**src/rtl/sangdan_monitor.sv**
```systemverilog
// sangdan_monitor: checks a sampled fill/drain LED bar sweep, flags bad codes/steps, counts periods
module sangdan_monitor #(
   parameter int CNT_W      = 16,
   parameter bit ALLOW_HOLD = 1'b0
) (
   input  logic             CLK,
   input  logic             RST,
   input  logic [7:0]       PAT,
   input  logic             PAT_VALID,
   output logic [3:0]       LEVEL,
   output logic             DIR,
   output logic             LOCKED,
   output logic             ERR,
   output logic             CODE_ERR,
   output logic [7:0]       ERR_CNT,
   output logic [CNT_W-1:0] CYCLE_CNT
);
   localparam logic [1:0] HUNT = 2'd0, ACQ = 2'd1, FILL = 2'd2, DRAIN = 2'd3;
   logic [1:0] state, state_nx;
   logic [3:0] lvl, exp_l, level_nx;
   logic legal, up, dn, match, turn, hold_ok, err_nx, code_err_nx, dir_nx, cyc_inc;
   // LEVEL always holds the previous legal level, so it doubles as the tracked P
   assign legal   = (PAT & (PAT + 8'd1)) == 8'd0;
   assign lvl     = 4'($countones(PAT));
   assign up      = lvl == LEVEL + 4'd1;
   assign dn      = LEVEL != 4'd0 && lvl == LEVEL - 4'd1;
   assign turn    = state == FILL ? LEVEL == 4'd8 : LEVEL == 4'd0;
   assign exp_l   = state == FILL ? (turn ? 4'd7 : LEVEL + 4'd1) : (turn ? 4'd1 : LEVEL - 4'd1);
   assign match   = lvl == exp_l;
   assign hold_ok = ALLOW_HOLD && lvl == LEVEL;
   assign LOCKED  = state == FILL || state == DRAIN;
   always_ff @(posedge CLK) begin
      if (RST) begin
         state     <= HUNT;
         LEVEL     <= 4'd0;
         DIR       <= 1'b1;
         ERR       <= 1'b0;
         CODE_ERR  <= 1'b0;
         ERR_CNT   <= 8'd0;
         CYCLE_CNT <= '0;
      end else begin
         state     <= state_nx;
         LEVEL     <= level_nx;
         DIR       <= dir_nx;
         ERR       <= err_nx;
         CODE_ERR  <= code_err_nx;
         ERR_CNT   <= ERR_CNT + 8'(err_nx && ERR_CNT != 8'hFF);
         CYCLE_CNT <= CYCLE_CNT + CNT_W'(cyc_inc);
      end
   end
   always_comb begin
      state_nx = state;
      if (PAT_VALID)
         state_nx = !legal ? HUNT :
                    state == HUNT ? ACQ :
                    state == ACQ ? (up ? FILL : dn ? DRAIN : ACQ) :
                    match ? (turn ? (state == FILL ? DRAIN : FILL) : state) :
                    hold_ok ? state : ACQ;
   end
   always_comb begin
      code_err_nx = PAT_VALID && !legal;
      err_nx      = code_err_nx || (PAT_VALID && LOCKED && !match && !hold_ok);
      level_nx    = PAT_VALID && legal ? lvl : LEVEL;
      dir_nx      = state_nx == FILL ? 1'b1 : state_nx == DRAIN ? 1'b0 : DIR;
      cyc_inc     = PAT_VALID && legal && state == DRAIN && turn && match;
   end
endmodule

```
**config.mk**
```make
export PLATFORM = sky130hd
export DESIGN_NAME = sangdan_monitor
export DESIGN_NICKNAME = d
export VERILOG_FILES = /design/src/rtl/sangdan_monitor.sv
export SDC_FILE = /design/constraint.sdc
export NUM_CORES = 1
export LEC_CHECK = 0
export BUFFER_PORTS_ARGS = -buffer_cell sky130_fd_sc_hd__buf_2
export CORE_MARGIN = 8
export CORE_UTILIZATION = 54
export DETAILED_ROUTE_END_ITERATION = 10
export GPL_TIMING_DRIVEN = 0
export PLACE_DENSITY = 0.82
export SYNTH_ARGS = -nofsm -noshare
export SYNTH_HDL_FRONTEND = slang
export SYNTH_SLANG_ARGS = --single-unit
```
**constraint.sdc**
```tcl
create_clock -name CLK -period 17.52 [get_ports CLK]
set_clock_uncertainty 0.15 [all_clocks]
set_input_delay 3.504 -clock CLK [delete_from_list [all_inputs] [get_ports CLK]]
set_output_delay 3.504 -clock CLK [all_outputs]
set_load 0.03 [all_outputs]
```
* Word level (Yosys, flattened, before mapping)
Cells that the tools add are included.
Storage, ports and cells: logic and storage cells 61, input bits 11, register bits 33
Operators by class: reductions and logical operators 18, equal/unequal tests 10, add/subtract/negate cells 12, bitwise gates (word level) 1, multiplexer cells 13
Operators by type and width (number):
- $add A16 B1 Y16 | 1
- $mux W2 | 8
- $eq A4 B4 Y1 | 3
- $mux W4 | 3
- $logic_and A1 B1 Y1 | 9
- $add A1 B1 Y2 | 4
- $add A8 B1 Y8 | 1
- $add A8 B1 Y8 const B | 1
- $and A8 B8 Y8 | 1
- $eq A2 B2 Y1 const B | 4
- $logic_not A8 Y1 | 1
- $ne A8 B8 Y1 const B | 1
- $add A2 B2 Y3 | 2
- $add A3 B3 Y4 | 1
- $add A4 B1 Y4 const B | 1
- $eq A4 B4 Y1 const B | 1
- $logic_not A4 Y1 | 1
- $reduce_bool A4 Y1 | 1
- $sub A4 B1 Y4 const B | 1
- $eq A2 B1 Y1 const B | 1
- $logic_not A1 Y1 | 2
- $logic_not A2 Y1 | 1
- $logic_or A1 B1 Y1 | 2
- $mux W1 | 2
- $reduce_or A2 Y1 | 1

* Longest topological paths before layout
Gate-level depths: netlist of run 1.
depth in word-level cells 13, depth in mapped cells 19, gate-level depth less buffers 18

* Worst setup path before layout of run 1
OpenSTA, ideal clock, no wires.
path type input port to flip-flop, start in PAT[0], end reg CYCLE_CNT[10], buffers on the path 0, arrival 7732 ps, stages on the path 17, setup slack 9568 ps, path through fa_1 > inv_1 > fa_1 > fa_1 > inv_1 > ha_1 > fa_1 > xor2_1 > xor2_1 > o2111ai_1 > or2_1 > nor4_2 > ha_1 > ha_1 > nand2_1 > or3_1 > a21oi_1
On the way: longest elaborated chain between the ends 8
RTL lines:
- start, declared | line 8 | input logic [7:0] PAT,
- $add A8 B1 Y8 | line 23 | assign legal = (PAT & (PAT + 8'd1)) == 8'd0;
- $and A8 B8 Y8 | line 23
- $logic_not A8 Y1 | line 23
- $logic_and A1 B1 Y1 (3 in a row) | line 65 | cyc_inc = PAT_VALID && legal && state == DRAIN && turn && match;
- $logic_and A1 B1 Y1 * | line 65
- $add A16 B1 Y16 * | line 48 | CYCLE_CNT <= CYCLE_CNT + CNT_W'(cyc_inc);
- end signal, assigned | line 48
- end, declared | line 16 | output logic [CNT_W-1:0] CYCLE_CNT
Every way passes the cells marked *; elsewhere a longest branch is shown, timed or not. A chain may end at the register's enable or synchronous reset.

* Worst setup path after layout of run 1
start in PAT[0], end reg CYCLE_CNT[6]
The elaborated chain is that of the path after synthesis.

==> impl_table.tex, run 1 <==
\begin{tabular}{lr}
\hline
Metric & Value \\
\hline
\multicolumn{2}{l}{\textbf{Floorplan}} \\
Die Ht & between 70 and 80 microns \\
Core Area & 0.00366 sq mm \\
Number of I/O pins & 43 \\
Die Wd & 77.8 microns \\
Placement Rows & 22 \\
Effective utilization at floorplan & 0.563 \\
Area enclosed by the die boundary & around 0.0060 sq mm \\
\multicolumn{2}{l}{\textbf{Global route}} \\
Overall overflow remaining after global route & 0 \\
Number of global-route vias before repair & approximately 1,800 \\
Initial antenna violation count & 0 \\
Maximum number of pins on one net before global-route repair & 11 \\
Combined global-route utilization of all metal layers & 0.149 \\
Wire length of the first global-routing pass & 7660 microns \\
\multicolumn{2}{l}{\textbf{Cells and area}} \\
Post-Route Utilization & 0.658 \\
Number of standard cells in the layout, taps in and fillers out & about 340 \\
Area overhead of the layout relative to synthesis & 17.0\% \\
Count of fill cells added during filler insertion & 330 \\
Layout cell share with drive strength beyond 1 & 0.203 \\
Count of inserted antenna diode cells & 0 \\
Net count, final & $\sim$320 \\
\multicolumn{2}{l}{\textbf{Synth}} \\
Share of synthesized area spent on multiplexers & 0.0346 \\
Main combinational cell family by area after synthesis & simple AND/OR/NAND/NOR gates \\
Leading register cell type out of synthesis & dfxtp\_1 \\
Xor/xnor cell area share of the yosys netlist & 0.126 \\
Async S/R FF share, synth & 0 \\
Post-synthesis sequential area ratio & 0.321 \\
Synthesis-stage register bit count & 33 \\
Count of unique library cells instantiated by Yosys & 52 \\
Average footprint of a synthesized cell & 8.58 sq um \\
Area share of fa/ha/maj cells after synthesis & 0.106 \\
Post-Syn Nets & 266 \\
Simple-gate area share of the yosys netlist & 0.233 \\
Synthesized-area fraction occupied by ao, oa, aoi and oai cells & 0.126 \\
Post-Syn Area & around 0.002 sq mm \\
Warnings from Yosys & 0 \\
Post-synth EDFFs & 0 \\
Mapped Cells & 240 \\
\multicolumn{2}{l}{\textbf{Min path}} \\
Worst Hold Class & reg2reg \\
\multicolumn{2}{l}{\textbf{Clock tree}} \\
Post CTS Setup Buffer Count & 0 \\
TritonCTS Buffers & 5 \\
Resized cells post-CTS & 0 \\
Number of clock sinks seen by CTS & 33 \\
Clock insertion delay at the later pin of the skew report & 280 ps \\
Clock tree from TritonCTS & yes \\
Number of buffers inserted for hold repair after clock tree synthesis & 0 \\
Clock slew seen by the registers of the worst setup and hold paths & 60 ps \\
Cell chosen for the clock root & clkbuf\_8 \\
Maximum number of buffers from clock root to sink & 2 \\
Number of H-tree levels & 2 \\
\multicolumn{2}{l}{\textbf{Timing}} \\
Total Negative Setup Slacks & 0 ps \\
Unrepaired setup endpoints after global routing & false \\
Tightest slew margin relative to the limit & 0.395 \\
Number of endpoints failing setup at the final stage & 0 \\
Slew @ Worst Pin & 899 ps \\
Endpoints failing hold & 0 \\
Fin crit share & 0.477 \\
Post-layout min period & 8360 ps \\
Highest clock rate & 0.120 GHz \\
Slew Viols, Final & 0 \\
\multicolumn{2}{l}{\textbf{Worst setup path}} \\
Crit Path Max Fanout & 6 \\
Startpoint Class & input pin \\
Data arrival, critical path & 8430 ps \\
Slowest library cell on the worst path & fa\_1 \\
Buffers \& Inverters on Critical Path & 3 \\
CP max stage delay & roughly 530 ps \\
Library cell appearing most often on the critical path & fa\_1 \\
Data required time of the worst path & 17,580 ps \\
Reg-to-reg setup timing slack & 13,720 ps \\
Sort of element at the end of the critical path & register \\
Kind of cell adding the most delay to the critical path & adder cells \\
WS Path Type & in2reg \\
Crit path cell chain & buf\_2 > fa\_1 > inv\_1 > fa\_1 > fa\_1 > inv\_1 > ha\_1 > fa\_1 > xor2\_1 > xor2\_1 > o2111ai\_1 > or2\_1 > nor4\_2 > ha\_1 > ha\_1 > nand2\_1 > or3\_1 > a21oi\_1 \\
\multicolumn{2}{l}{\textbf{Place}} \\
HPWL after DPL & 3510 microns \\
Global placer's final weighted congestion & 0.904 \\
DP Cell Count & 330 \\
Count of input and output buffers & 42 \\
\multicolumn{2}{l}{\textbf{Outcome}} \\
Run status & complete, no violations \\
\multicolumn{2}{l}{\textbf{Drt}} \\
Average wire per cell in the routed design & 13.2 microns \\
Overall via count from detail\_route & 1,800 \\
Ratio of routed vias to standard cells & 5.33 \\
Number of violations reported at the end of detailed-routing iteration 0 & 86 \\
Total DRC errors in the routed layout & 0 \\
Final wirelength & 4460 microns \\
1st-pass router iterations & 4 \\
Routed Antenna Nets & 0 \\
\multicolumn{2}{l}{\textbf{Power and ir drop}} \\
Worst vdd rail ir drop & 0.0000765 V \\
Power density over the cells & 71.2 mW/mm\^{}2 \\
Static leakage & approximately 1.1 nW \\
\multicolumn{2}{l}{\textbf{Flow run}} \\
MaxCap Viol Count & 0 \\
\hline
\end{tabular}
==> cell type report <==
cell class	instances	area, sq um	share of cell area
multi-input cells	181	1290	0.534
flip-flops and latches	33	661	0.274
repair buffers	42	210	0.0872
clock buffers	8	80.1	0.0332
inverters	16	60.1	0.0249
well taps	48	60.1	0.0249
plain buffers	10	51.3	0.0213
==> worst register-to-register path: stages (launching register included) <==
cell and delay [ps]:
dfxtp_1 510, inv_1 130, ha_1 320, and3b_1 240, a211oi_1 260, a21oi_1 80
xnor2_1 140, o2111ai_1 220, or2_1 310, nor4_2 240, ha_1 210, ha_1 300
nand2_1 130, or3_1 360, a21oi_1 140
==> Yosys cell counts (6+ instances only) <==
cell | count | area [sq um]
clkbuf_1 | 6 | 22.5
nor2b_1 | 7 | 43.8
xor2_1 | 17 | 149
ha_1 | 11 | 138
mux2i_1 | 6 | 60.1
nand3_1 | 12 | 60.1
dfxtp_1 | 33 | 661
o21ai_0 | 6 | 30.0
a21oi_1 | 11 | 55.1
inv_1 | 15 | 56.3
xnor2_1 | 10 | 87.6
nor2_1 | 32 | 120
nand2_1 | 15 | 56.3
==> through the flow <==
stage | hold WS (ps) | setup slack [ps] | power (mW) | instance area, sq um
floorplan | 468 | 9570 | 0.110 | 2060
global placement | 331 | 8920 | 0.119 | 2330
detailed placement | 348 | 8890 | 0.119 | 2330
CTS | 356 | 9160 | 0.173 | 2410
global route | 391 | 8910 | 0.182 | 2410
finish | 347 | 9160 | 0.172 | 2410
==> layout by cell type, fill, tap and decap left out, types with 2 or more instances in the layout <==
master / synthesis / routed
and4_1: 2 / 2
and3_1: 2 / 2
fa_1: 4 / 4
o21ai_0: 6 / 6
or3_1: 4 / 4
xnor2_1: 10 / 10
a31oi_1: 2 / 2
nand3b_1: 2 / 2
clkbuf_1: 6 / 9
clkbuf_8: 0 / 5
dfxtp_1: 33 / 33
nor2b_1: 7 / 7
mux2i_1: 6 / 6
a21o_1: 2 / 2
nor2_1: 32 / 32
nand2b_1: 3 / 3
o211ai_1: 2 / 2
ha_1: 11 / 11
nand4_1: 4 / 4
buf_2: 1 / 43
nand2_1: 15 / 15
nand3_1: 12 / 12
nor3_1: 2 / 2
xor2_1: 17 / 17
a41oi_1: 2 / 2
a21oi_1: 11 / 11
inv_1: 15 / 15
and2_1: 2 / 2
==> path summary, 6_finish.rpt <==
kind                      from           end  depth (start not counted)
setup / recovery        PAT[0]  CYCLE_CNT[6]                         18
hold reg to reg   CYCLE_CNT[6]  CYCLE_CNT[6]                          2
setup reg to reg      LEVEL[0]  CYCLE_CNT[6]                         14
hold / removal    CYCLE_CNT[6]  CYCLE_CNT[6]                          2
==> power breakdown <==
group	internal [mW]	switching (mW)	total, mW
Combinational	0.0171	0.0235	0.0407
Clock	0.0282	0.0257	0.0539
Sequential	0.0761	0.000922	0.0770
==> layer usage <==
| metal | up-vias | part of all wire | global-route usage |
|---|---|---|---|
| li1 | 920 | - | - |
| met1 | 837 | 0.46 | 0.171 |
| met2 | 40 | 0.47 | 0.260 |
| met3 | 3 | 0.057 | 0.0484 |
| met4 | 0 | 0.0085 | 0.0377 |
| met5 | - | 0 | 0 |
==> cells by family (layout without fill, tap and decap cells) <==
kind of cell,count (synthesis),count (layout)
compound gates,37,37
xor+xnor,28,28
fa+ha+maj,15,15
buf+inv,26,76
flops,33,33
mux,7,7
simple gates,94,94
==> registers in the layout (all words and copies together), names as in the netlist <==
name	cells
state	2
DIR	1
CODE_ERR	1
LEVEL	4
ERR	1
CYCLE_CNT	16
ERR_CNT	8
Power figures use the tool's default switching activity.
==> inputs of run 2 (changes only) <==
CORE_UTILIZATION = 49   (was 54)
PLACE_DENSITY = 0.79   (was 0.82)
clock period = 7.6 ns   (was 17.52 ns; I/O delays follow)
==> run 2 against run 1 <==
  * Hold slack improved by 5.6 ps
  * Largest power group unchanged
  * Total power increased by 140%
  * Largest cell class unchanged
  * Sequential power up 130%
  * Highest routed layer unchanged
  * Critical endpoint unchanged
  * Non-clock buffer count is the same
  * Setup slack got worse by 7800 ps
  * Via count increased by 1.0%
  * Design area grew 0.99%
==> impl_table.tex, run 2 (same netlist as run 1, synthesis figures left out) <==
\begin{tabular}{lr}
\hline
Metric & Value \\
\hline
\multicolumn{2}{l}{\textbf{Outcome}} \\
Run status & complete, no violations \\
\multicolumn{2}{l}{\textbf{Worst setup path}} \\
R2R cell count & 13 (-1) \\
Crit Path Max Fanout & 6 (unchanged) \\
Sort of element at the end of the critical path & register \\
Data required time of the worst path & 7660 ps (-9920 ps) \\
WS Path Type & in2reg \\
Data arrival, critical path & 6330 ps (-2100 ps) \\
Startpoint Class & input pin \\
\multicolumn{2}{l}{\textbf{Clock tree}} \\
Number of buffers inserted for hold repair after clock tree synthesis & 0 (unchanged) \\
Number of H-tree levels & 2 (unchanged) \\
TritonCTS Buffers & 5 (unchanged) \\
Clock tree from TritonCTS & yes \\
Resized cells post-CTS & 0 (unchanged) \\
Clock insertion delay at the later pin of the skew report & 280 ps (about the same) \\
Post CTS Setup Buffer Count & 0 (unchanged) \\
Maximum number of buffers from clock root to sink & 2 (unchanged) \\
Number of clock sinks seen by CTS & 33 (unchanged) \\
Cell chosen for the clock root & clkbuf\_8 \\
Clock slew seen by the registers of the worst setup and hold paths & 60 ps (about the same) \\
\multicolumn{2}{l}{\textbf{Timing}} \\
Post-layout min period & 6270 ps \\
Smallest setup slack after layout & 1330 ps (-7830 ps) \\
Slew Viols, Final & 0 (unchanged) \\
Unrepaired setup endpoints after global routing & false \\
Number of endpoints failing setup at the final stage & 0 (unchanged) \\
Total Negative Setup Slacks & 0 ps (unchanged) \\
Slew @ Worst Pin & 867 ps (-31.8 ps) \\
Endpoints failing hold & 0 (unchanged) \\
Worst-case hold slack & 352 ps (+5.65 ps) \\
Highest clock rate & roughly 0.16 GHz \\
Tightest slew margin relative to the limit & 0.417 (+0.0214) \\
Fin crit share & 0.825 \\
\multicolumn{2}{l}{\textbf{Drt}} \\
Average wire per cell in the routed design & 13.4 microns (+1.9\%) \\
Total DRC errors in the routed layout & 0 (unchanged) \\
Final wirelength & 4570 microns (+2.5\%) \\
Overall via count from detail\_route & 1,818 (+1.0\%) \\
Ratio of routed vias to standard cells & 5.35 (+0.41\%) \\
Number of violations reported at the end of detailed-routing iteration 0 & 93 (+8.1\%) \\
Routed Antenna Nets & 0 (unchanged) \\
1st-pass router iterations & 4 (unchanged) \\
\multicolumn{2}{l}{\textbf{Min path}} \\
Worst hold path depth & 2 (unchanged) \\
Worst Hold Class & reg2reg \\
\multicolumn{2}{l}{\textbf{Power and ir drop}} \\
Worst vdd rail ir drop & 0.000190 V (+150\%) \\
Static leakage & 1.11 nW (+1.4\%) \\
Switching power as a share of total power & 0.284 (-0.00845) \\
Power density over the cells & 170 mW/mm\^{}2 (+140\%) \\
Clock network fraction of total power & 0.341 (+0.027) \\
Combinational Power Share & 0.230 (-0.007) \\
Reg power frac & 0.428 (-0.021) \\
Power Internal & 297 uW (+140\%) \\
Net switching component of the power & 118 uW (+130\%) \\
\multicolumn{2}{l}{\textbf{Floorplan}} \\
Die Ht & 80.8 microns (+4.0\%) \\
Effective utilization at floorplan & 0.511 (-0.0514) \\
Area enclosed by the die boundary & 0.00653 sq mm (+8.1\%) \\
Placement Rows & 23 (+4.5\%) \\
Core Area & 0.00403 sq mm (+10\%) \\
Die Wd & 80.8 microns (+4.0\%) \\
Number of I/O pins & 43 (unchanged) \\
\multicolumn{2}{l}{\textbf{Place}} \\
HPWL after DPL & 3520 microns (+0.17\%) \\
Count of input and output buffers & 42 (unchanged) \\
Global placer's final weighted congestion & 0.913 (+1.1\%) \\
Placement Cell Area & 0.00233 sq mm (+0.11\%) \\
Worst Setup Slack post-DPL & 1070 ps (-7820 ps) \\
\multicolumn{2}{l}{\textbf{Global route}} \\
Wire length of the first global-routing pass & 7670 microns (about the same) \\
Number of global-route vias before repair & 1,765 (+0.28\%) \\
Initial antenna violation count & 0 (unchanged) \\
Maximum number of pins on one net before global-route repair & 11 (unchanged) \\
Overall overflow remaining after global route & 0 (unchanged) \\
Combined global-route utilization of all metal layers & 0.146 (-0.00315) \\
\multicolumn{2}{l}{\textbf{Cells and area}} \\
Post-Route Utilization & 0.604 (-0.0542) \\
Layout cell share with drive strength beyond 1 & 0.214 (+0.0103) \\
Count of fill cells added during filler insertion & 375 (+14\%) \\
Leading cell types in the layout, fill and taps excluded & buf\_2 (43), dfxtp\_1 (33), nor2\_1 (32), xor2\_1 (17) \\
Post-route standard cell area excluding fillers & 0.00243 sq mm (+0.99\%) \\
Area overhead of the layout relative to synthesis & 18.2\% \\
Largest Register & CYCLE\_CNT \\
Net count, final & 315 (unchanged) \\
Number of flip-flops under the largest register name & 16 (unchanged) \\
Regs by FF count & CYCLE\_CNT (16), ERR\_CNT (8), LEVEL (4) \\
Count of inserted antenna diode cells & 0 (unchanged) \\
Most common library cell in the layout ignoring fill and taps & buf\_2 \\
\multicolumn{2}{l}{\textbf{Flow run}} \\
MaxCap Viol Count & 0 (unchanged) \\
\hline
\end{tabular}
-- run 2: layer usage --
metal | up-vias | part of all wire | GRT usage
li1 | 919 | - | -
met1 | 850 | 0.44 | 0.162
met2 | 41 | 0.49 | 0.254
met3 | 8 | 0.048 | 0.0397
met4 | 0 | 0.020 | 0.0661
met5 | - | 0 | 0
-- run 2: final timing paths --
| kind | from | endpoint | slack, ps |
|---|---|---|---|
| setup reg to reg | LEVEL[0] | CYCLE_CNT[6] | 3780 |
| setup / recovery | PAT[0] | CYCLE_CNT[6] | 1330 |
| hold / removal | ERR_CNT[5] | ERR_CNT[5] | 350 |
| hold reg to reg | ERR_CNT[5] | ERR_CNT[5] | 350 |
-- run 2: power by group through the flow --
stage | Sequential [mW] | Clock, mW | Combinational (mW)
floorplan | 0.185 | 0 | 0.0679
global placement | 0.181 | 0 | 0.0917
detailed placement | 0.181 | 0 | 0.0941
CTS | 0.177 | 0.147 | 0.0948
global route | 0.178 | 0.158 | 0.106
finish | 0.177 | 0.141 | 0.0954
-- run 2: through the flow --
stage	cells	power, mW
floorplan	240	0.253
global placement	332	0.273
detailed placement	332	0.275
CTS	340	0.419
global route	340	0.441
finish	340	0.414
-- run 2: layout make-up --
type	instances	area, sq um	area share
multi-input cells	181	1290	0.529
inverters	16	60.1	0.0247
flip-flops and latches	33	661	0.271
clock buffers	7	96.3	0.0396
clock inverters	1	5.00	0.00206
plain buffers	10	51.3	0.0211
well taps	50	62.6	0.0257
repair buffers	42	210	0.0864
-- run 2: critical path, stage by stage --
cell and delay, ps:
buf_2 130, fa_1 530, inv_1 50, fa_1 440, fa_1 490, inv_1 40, ha_1 220, fa_1 410
xor2_1 410, xor2_1 180, o2111ai_1 210, or2_1 300, nor4_2 250, ha_1 210, ha_1 280, nand2_1 140
or3_1 370, a21oi_1 140
